<file path="config.mk">
export PLATFORM = sky130hd
export DESIGN_NAME = tone_phase_accumulator
export DESIGN_NICKNAME = d
export VERILOG_FILES = /design/src/rtl/tone_phase_accumulator_pkg.sv /design/src/rtl/glide_stepper.sv /design/src/rtl/tone_phase_accumulator.sv
export SDC_FILE = /design/constraint.sdc
export NUM_CORES = 1
export LEC_CHECK = 0
export CORE_MARGIN = 5
export CORE_UTILIZATION = 62
export DETAILED_ROUTE_END_ITERATION = 10
export PLACE_DENSITY_LB_ADDON = 0.05
export SLEW_MARGIN = 0
export SYNTH_ARGS = -nofsm -noshare
export SYNTH_HDL_FRONTEND = slang
export SYNTH_SLANG_ARGS = --single-unit
</file>
<file path="constraint.sdc">
create_clock -name clk -period 8.1 [get_ports clk]
set_input_delay 0.81 -clock clk [delete_from_list [all_inputs] [get_ports clk]]
set_output_delay 0.81 -clock clk [all_outputs]
set_load 0.01 [all_outputs]
</file>
<file path="src/rtl/tone_phase_accumulator_pkg.sv">
// Shared definitions for the tiny-synth tone path: default widths, the
// glide FSM state encoding and the glide direction type.
package tone_phase_accumulator_pkg;

    // Default datapath widths used by every tone-path module.
    localparam int DEFAULT_ACCUMULATOR_BITS = 24;
    localparam int DEFAULT_FREQ_BITS        = 16;
    localparam int GLIDE_RATE_BITS          = 8;

    // Glide controller states. IDLE means freq_current already equals the
    // captured target; the other two say which way the increment is moving.
    typedef enum logic [1:0] {
        IDLE       = 2'd0,
        GLIDE_UP   = 2'd1,
        GLIDE_DOWN = 2'd2
    } glide_state_e;

    // Direction handed to the step-toward-target arithmetic.
    typedef enum logic {
        DIR_UP   = 1'b0,
        DIR_DOWN = 1'b1
    } glide_dir_e;

    // Map a glide state onto the direction the stepper should move in.
    // IDLE maps to DIR_UP; the stepper output is ignored while idle.
    function automatic glide_dir_e state_to_dir(input glide_state_e state);
        return (state == GLIDE_DOWN) ? DIR_DOWN : DIR_UP;
    endfunction

endpackage : tone_phase_accumulator_pkg

</file>
<file path="src/rtl/glide_stepper.sv">
// Combinational one-step move of a frequency word toward its target by a
// fixed rate, clamped so the result never passes the target and never
// wraps around the FREQ_BITS range.
module glide_stepper
    import tone_phase_accumulator_pkg::*;
#(
    parameter int FREQ_BITS = DEFAULT_FREQ_BITS
) (
    input  logic [FREQ_BITS-1:0]       current,
    input  logic [FREQ_BITS-1:0]       target,
    input  logic [GLIDE_RATE_BITS-1:0] rate,
    input  glide_dir_e                 direction,
    output logic [FREQ_BITS-1:0]       next_value
);

    logic [FREQ_BITS-1:0] rate_ext;
    logic [FREQ_BITS-1:0] gap;
    logic                 at_or_past;
    logic                 reaches;

    // Distance to the target in the travel direction; if the step covers
    // that distance (or we are already there) land exactly on the target.
    // Because a non-clamped step is strictly smaller than the gap, the
    // add/subtract below can never overflow or underflow.
    always_comb begin
        rate_ext = FREQ_BITS'(rate);
        if (direction == DIR_UP) begin
            at_or_past = (current >= target);
            gap        = target - current;
        end else begin
            at_or_past = (current <= target);
            gap        = current - target;
        end

        // A zero rate mid-glide is treated like a zero rate at load time:
        // jump straight to the target rather than stalling forever.
        reaches = at_or_past || (rate == '0) || (rate_ext >= gap);

        if (reaches) begin
            next_value = target;
        end else if (direction == DIR_UP) begin
            next_value = current + rate_ext;
        end else begin
            next_value = current - rate_ext;
        end
    end

endmodule : glide_stepper

</file>
<file path="src/rtl/tone_phase_accumulator.sv">
// Phase accumulator for one oscillator voice. Adds the active frequency
// word to the phase on every sample tick, supports hard sync, and glides
// the active frequency toward a newly loaded target at a programmable rate.
module tone_phase_accumulator
    import tone_phase_accumulator_pkg::*;
#(
    parameter int ACCUMULATOR_BITS = DEFAULT_ACCUMULATOR_BITS,
    parameter int FREQ_BITS        = DEFAULT_FREQ_BITS
) (
    input  logic                        clk,
    input  logic                        rst_n,
    input  logic                        sample_tick,
    input  logic [FREQ_BITS-1:0]        freq_target,
    input  logic                        freq_load,
    input  logic [GLIDE_RATE_BITS-1:0]  glide_rate,
    input  logic                        sync_in,
    output logic [ACCUMULATOR_BITS-1:0] accumulator,
    output logic [FREQ_BITS-1:0]        freq_current,
    output logic                        gliding,
    output logic                        wrap
);

    // FREQ_BITS must be narrower than ACCUMULATOR_BITS; the increment is
    // zero-extended into the accumulator width below.
    localparam int PAD_BITS = ACCUMULATOR_BITS + 1 - FREQ_BITS;

    // Phase path state
    logic [ACCUMULATOR_BITS-1:0] acc_q, acc_d;
    logic                        wrap_q, wrap_d;
    logic                        sync_pending_q, sync_pending_d;

    // Frequency / glide path state
    logic [FREQ_BITS-1:0]        freq_current_q, freq_current_d;
    logic [FREQ_BITS-1:0]        target_q, target_d;
    glide_state_e                state_q, state_d;
    logic                        gliding_q, gliding_d;

    // Datapath helpers
    logic [ACCUMULATOR_BITS:0]   phase_sum;
    logic [FREQ_BITS-1:0]        step_next;
    glide_dir_e                  step_dir;
    logic                        sync_now;

    // Clamped step toward the captured target in the current direction.
    assign step_dir = state_to_dir(state_q);

    glide_stepper #(
        .FREQ_BITS (FREQ_BITS)
    ) u_glide_stepper (
        .current    (freq_current_q),
        .target     (target_q),
        .rate       (glide_rate),
        .direction  (step_dir),
        .next_value (step_next)
    );

    // Phase update: add the pre-step increment on a tick, or zero the phase
    // if a sync is pending or arriving in the same cycle as the tick.
    always_comb begin
        phase_sum      = {1'b0, acc_q} + {{PAD_BITS{1'b0}}, freq_current_q};
        sync_now       = sync_pending_q | sync_in;
        acc_d          = acc_q;
        wrap_d         = 1'b0;
        sync_pending_d = sync_now;

        if (sample_tick) begin
            if (sync_now) begin
                acc_d          = '0;
                sync_pending_d = 1'b0;
            end else begin
                acc_d  = phase_sum[ACCUMULATOR_BITS-1:0];
                wrap_d = phase_sum[ACCUMULATOR_BITS];
            end
        end
    end

    // Glide control: a load captures the target and picks a direction from
    // the present frequency; a tick while gliding takes one clamped step.
    // A load always wins over a step, so the first step of a new glide
    // happens on the tick after the load.
    always_comb begin
        freq_current_d = freq_current_q;
        target_d       = target_q;
        state_d        = state_q;

        if (freq_load) begin
            target_d = freq_target;
            if (glide_rate == '0) begin
                freq_current_d = freq_target;
                state_d        = IDLE;
            end else if (freq_target > freq_current_q) begin
                state_d = GLIDE_UP;
            end else if (freq_target < freq_current_q) begin
                state_d = GLIDE_DOWN;
            end else begin
                state_d = IDLE;
            end
        end else if (sample_tick && (state_q != IDLE)) begin
            freq_current_d = step_next;
            if (step_next == target_q) begin
                state_d = IDLE;
            end
        end

        gliding_d = (state_d != IDLE);
    end

    // Phase path registers with synchronous active-low reset.
    always_ff @(posedge clk) begin
        if (!rst_n) begin
            acc_q          <= '0;
            wrap_q         <= 1'b0;
            sync_pending_q <= 1'b0;
        end else begin
            acc_q          <= acc_d;
            wrap_q         <= wrap_d;
            sync_pending_q <= sync_pending_d;
        end
    end

    // Glide FSM and its registered outputs, synchronous active-low reset.
    always_ff @(posedge clk) begin
        if (!rst_n) begin
            freq_current_q <= '0;
            target_q       <= '0;
            state_q        <= IDLE;
            gliding_q      <= 1'b0;
        end else begin
            freq_current_q <= freq_current_d;
            target_q       <= target_d;
            state_q        <= state_d;
            gliding_q      <= gliding_d;
        end
    end

    assign accumulator  = acc_q;
    assign freq_current = freq_current_q;
    assign gliding      = gliding_q;
    assign wrap         = wrap_q;

endmodule : tone_phase_accumulator

</file>
==> results by group <==
Status
  • Status: completed

Timing
  • Final-report hold violation count: 0
  • RSZ-0062 raised after global routing: no
  • Slew Limit Fails: 0
  • Slew headroom: 0.123
  • Setup-failing EPs final: 0
  • WHS: 0.488 ns
  • Max Clk Rate: 0.189 GHz
  • Skew final: 0.00738 ns
  • Tcrit/Tclk final: 0.654
  • Pin slew with the least headroom to its limit: 1.32 ns
  • Clock period minus worst slack: 5.30 ns
  • Setup TNS: 0 ns

Yosys
  • Synth top area cells: dfxtp_1 (18%), ha_1 (17%), xnor2_1 (5.1%)
  • Post-synth top area cell: dfxtp_1
  • Synth unique cells: 71
  • Number of synthesized flops with an enable pin: 0
  • Post-synth top cells: ha_1 (90), nand2_1 (68), dfxtp_1 (61)
  • Post-synth top area share: 0.182
  • Most numerous cell in the Yosys netlist: ha_1
  • Synth Register Bits: 61
  • Asr flop ratio synth: 0
  • Syn avg cell area: 7.79 um^2
  • Mapped cell area: 6730 um^2
  • Synth warn: 0
  • Top_reg_cell synth: dfxtp_1
  • Mapped Nets: 986
  • Post-synthesis instance total: 863
  • Post-synthesis sequential area ratio: 0.182

Critical path
  • CP Cell Sequence: inv_1, ha_1, inv_1, fa_1, a21o_1, a221oi_1, and2_1, nor2_1, xnor2_1, ha_1, o21a_1, o21ai_0, a21oi_1, o21ai_0, nor4_1, nand4_1, o21ai_2, mux2_2, o21ai_1
  • Setup crit end kind: flip-flop
  • CP Max Fanout: 24
  • R2r setup slk: 2.80 ns
  • Reg2reg start: freq_current[0]
  • Worst path slowest cell: o21ai_2
  • Data required, critical path: 8.37 ns
  • WP buf/inv: 2
  • Delay-heaviest family, CP: compound AO/OA/AOI/OAI gates
  • Worst endpoint data arrival time: 5.57 ns
  • Worst setup path start: freq_current[0]
  • Setup crit start kind: flip-flop
  • CP peak stage delay: 1.01 ns
  • Crit path kind: flip-flop to flip-flop

Clock network
  • Post-CTS Hold Fix Bufs: 0
  • Clk slew on worst S/H paths: 0.07 ns
  • Max clock buf depth: 2
  • H-tree lvl count: 3
  • CTS resizes: 0
  • Clk root buf: clkbuf_8
  • Worst-Skew Late Latency: 0.34 ns
  • TritonCTS clock tree: done
  • Post-CTS setup buffer count: 0
  • CTS sink count: 61
  • CTS Buf Count: 9

Layout
  • Ant diodes: 0
  • Fin nets: 1038
  • Syn-to-layout area delta: 14.4%
  • Layout cells sized above 1: 0.0381
  • Filler cells: 859
  • Non-filler cells, final: 1058

Global routing
  • Largest net degree at the start of global routing: 51
  • Total Routing Usage GR: 0.338
  • First-pass GRT wire length: 35400 um
  • Initial antenna violation count: 0
  • Overflow after GRT: 0
  • Vias in the first global route: 6805

Routing
  • DR pass1 iterations: 5
  • DR WL/cell: 20.8 um
  • Post-route DRC: 0
  • Number of DRC markers in iteration 0: 722
  • Vias per cell: 6.62
  • ANT nets after route: 0
  • Routed via count: 7003
  • Total Wirelength: 22000 um

Min path
  • Worst Hold Class: flip-flop to flip-flop
  • Hold path start: accumulator[9]

Floorplanning
  • Starting density of the core: 0.626
  • Count of boundary I/O pins: 71
  • Core area: 10700 um^2
  • Die area: 13000 um^2
  • Die width: 114 um
  • Row Count: 38
  • Height of the die: 114 um

Pwr
  • Pwr dens: 142 nW/um^2
  • VDD IR max: 0.137 mV
  • P_leak: 3.31 nW

Placed design
  • Final HPWL DP: 17100 um
  • Port Buf Inserts: 70
  • Placed Cells: 1044
  • Final Wtd Congestion: 1.03

Job
  • Total of max-cap violations: 0
==> metrics by stage <==
stage	worst slack, ns	utilization	power [W]	instance area, um^2
after floorplan	3.92	-	0.000669	6730
after global placement	3.01	0.698	0.000785	7500
after detailed placement	2.72	0.698	0.000799	7500
after CTS	2.90	0.716	0.00108	7700
after global routing	2.61	0.716	0.00115	7700
final	2.80	0.716	0.00109	7700
==> flip-flops by register name (all words and copies together) (netlist names) <==
register and flops:
accumulator 24, freq_current 16, gliding 1, state_q 2
sync_pending_q 1, target_q 16, wrap 1
==> cells in the final DEF, fill, tap and decap left out, types with 10 or more instances in the layout <==
master            n
mux2i_1          23
nand2b_1         10
o21a_1           11
and2_1           10
xor2_1           19
nand2_1          68
o21ai_1          10
xnor2_1          39
and3_1           13
a21o_1           26
nand4_1          14
nor3_1           22
nor2_1           47
o21ai_0          57
clkbuf_8         12
dfxtp_1          61
nand3_1          21
nor2b_1          24
o211ai_1         18
a21oi_1          50
clkdlybuf4s50_1  70
a22o_1           15
ha_1             90
inv_1            58
==> layer usage <==
metal  routed length [um]  global-route usage
met2                 9980               0.539
met3                 1970              0.0751
met1                 9190               0.444
met5                    0                   0
met4                  818               0.133
==> area by class of cell <==
class / count / area (um^2) / area share
multi-input combinational: 708 / 5130 / 0.667
tap: 140 / 175 / 0.0228
clock buffer: 13 / 169 / 0.0219
timing repair buffer: 77 / 753 / 0.0979
sequential: 61 / 1220 / 0.159
clock inverter: 1 / 30.0 / 0.00390
inverter: 58 / 218 / 0.0283
==> worst register-to-register path: stages, from the launching register on <==
cell and delay (ns):
dfxtp_1 0.39, inv_1 0.15, ha_1 0.16, inv_1 0.05
fa_1 0.38, a21o_1 0.19, a221oi_1 0.60, and2_1 0.25
nor2_1 0.06, xnor2_1 0.13, ha_1 0.28, o21a_1 0.11
o21ai_0 0.06, a21oi_1 0.12, o21ai_0 0.11, nor4_1 0.42
nand4_1 0.17, o21ai_2 1.01, mux2_2 0.45, o21ai_1 0.13
==> power by group <==
group	internal [W]	switching [W]
Sequential	0.000311	0.0000182
Combinational	0.000198	0.000285
Clock	0.000164	0.000116
Total	0.000673	0.000419
==> final timing paths <==
path | end | cells after the start
setup / recovery | freq_current[1] | 19
hold / removal | accumulator[9] | 2
setup reg to reg | freq_current[1] | 19
hold reg to reg | accumulator[9] | 2
==> kinds of logic (layout without fill, tap and decap cells) <==
kind of cell	count (synthesis)	count (layout)	share of synthesized area
AOI/OAI and AO/OA	268	268	0.270
adders and majority gates	94	94	0.179
and+or+nand+nor	261	261	0.195
xor gates and xnor gates	59	59	0.0791
buffers and inverters	94	149	0.0556
muxes	26	26	0.0392
DFF	61	61	0.182
Power figures use the tool's default switching activity.
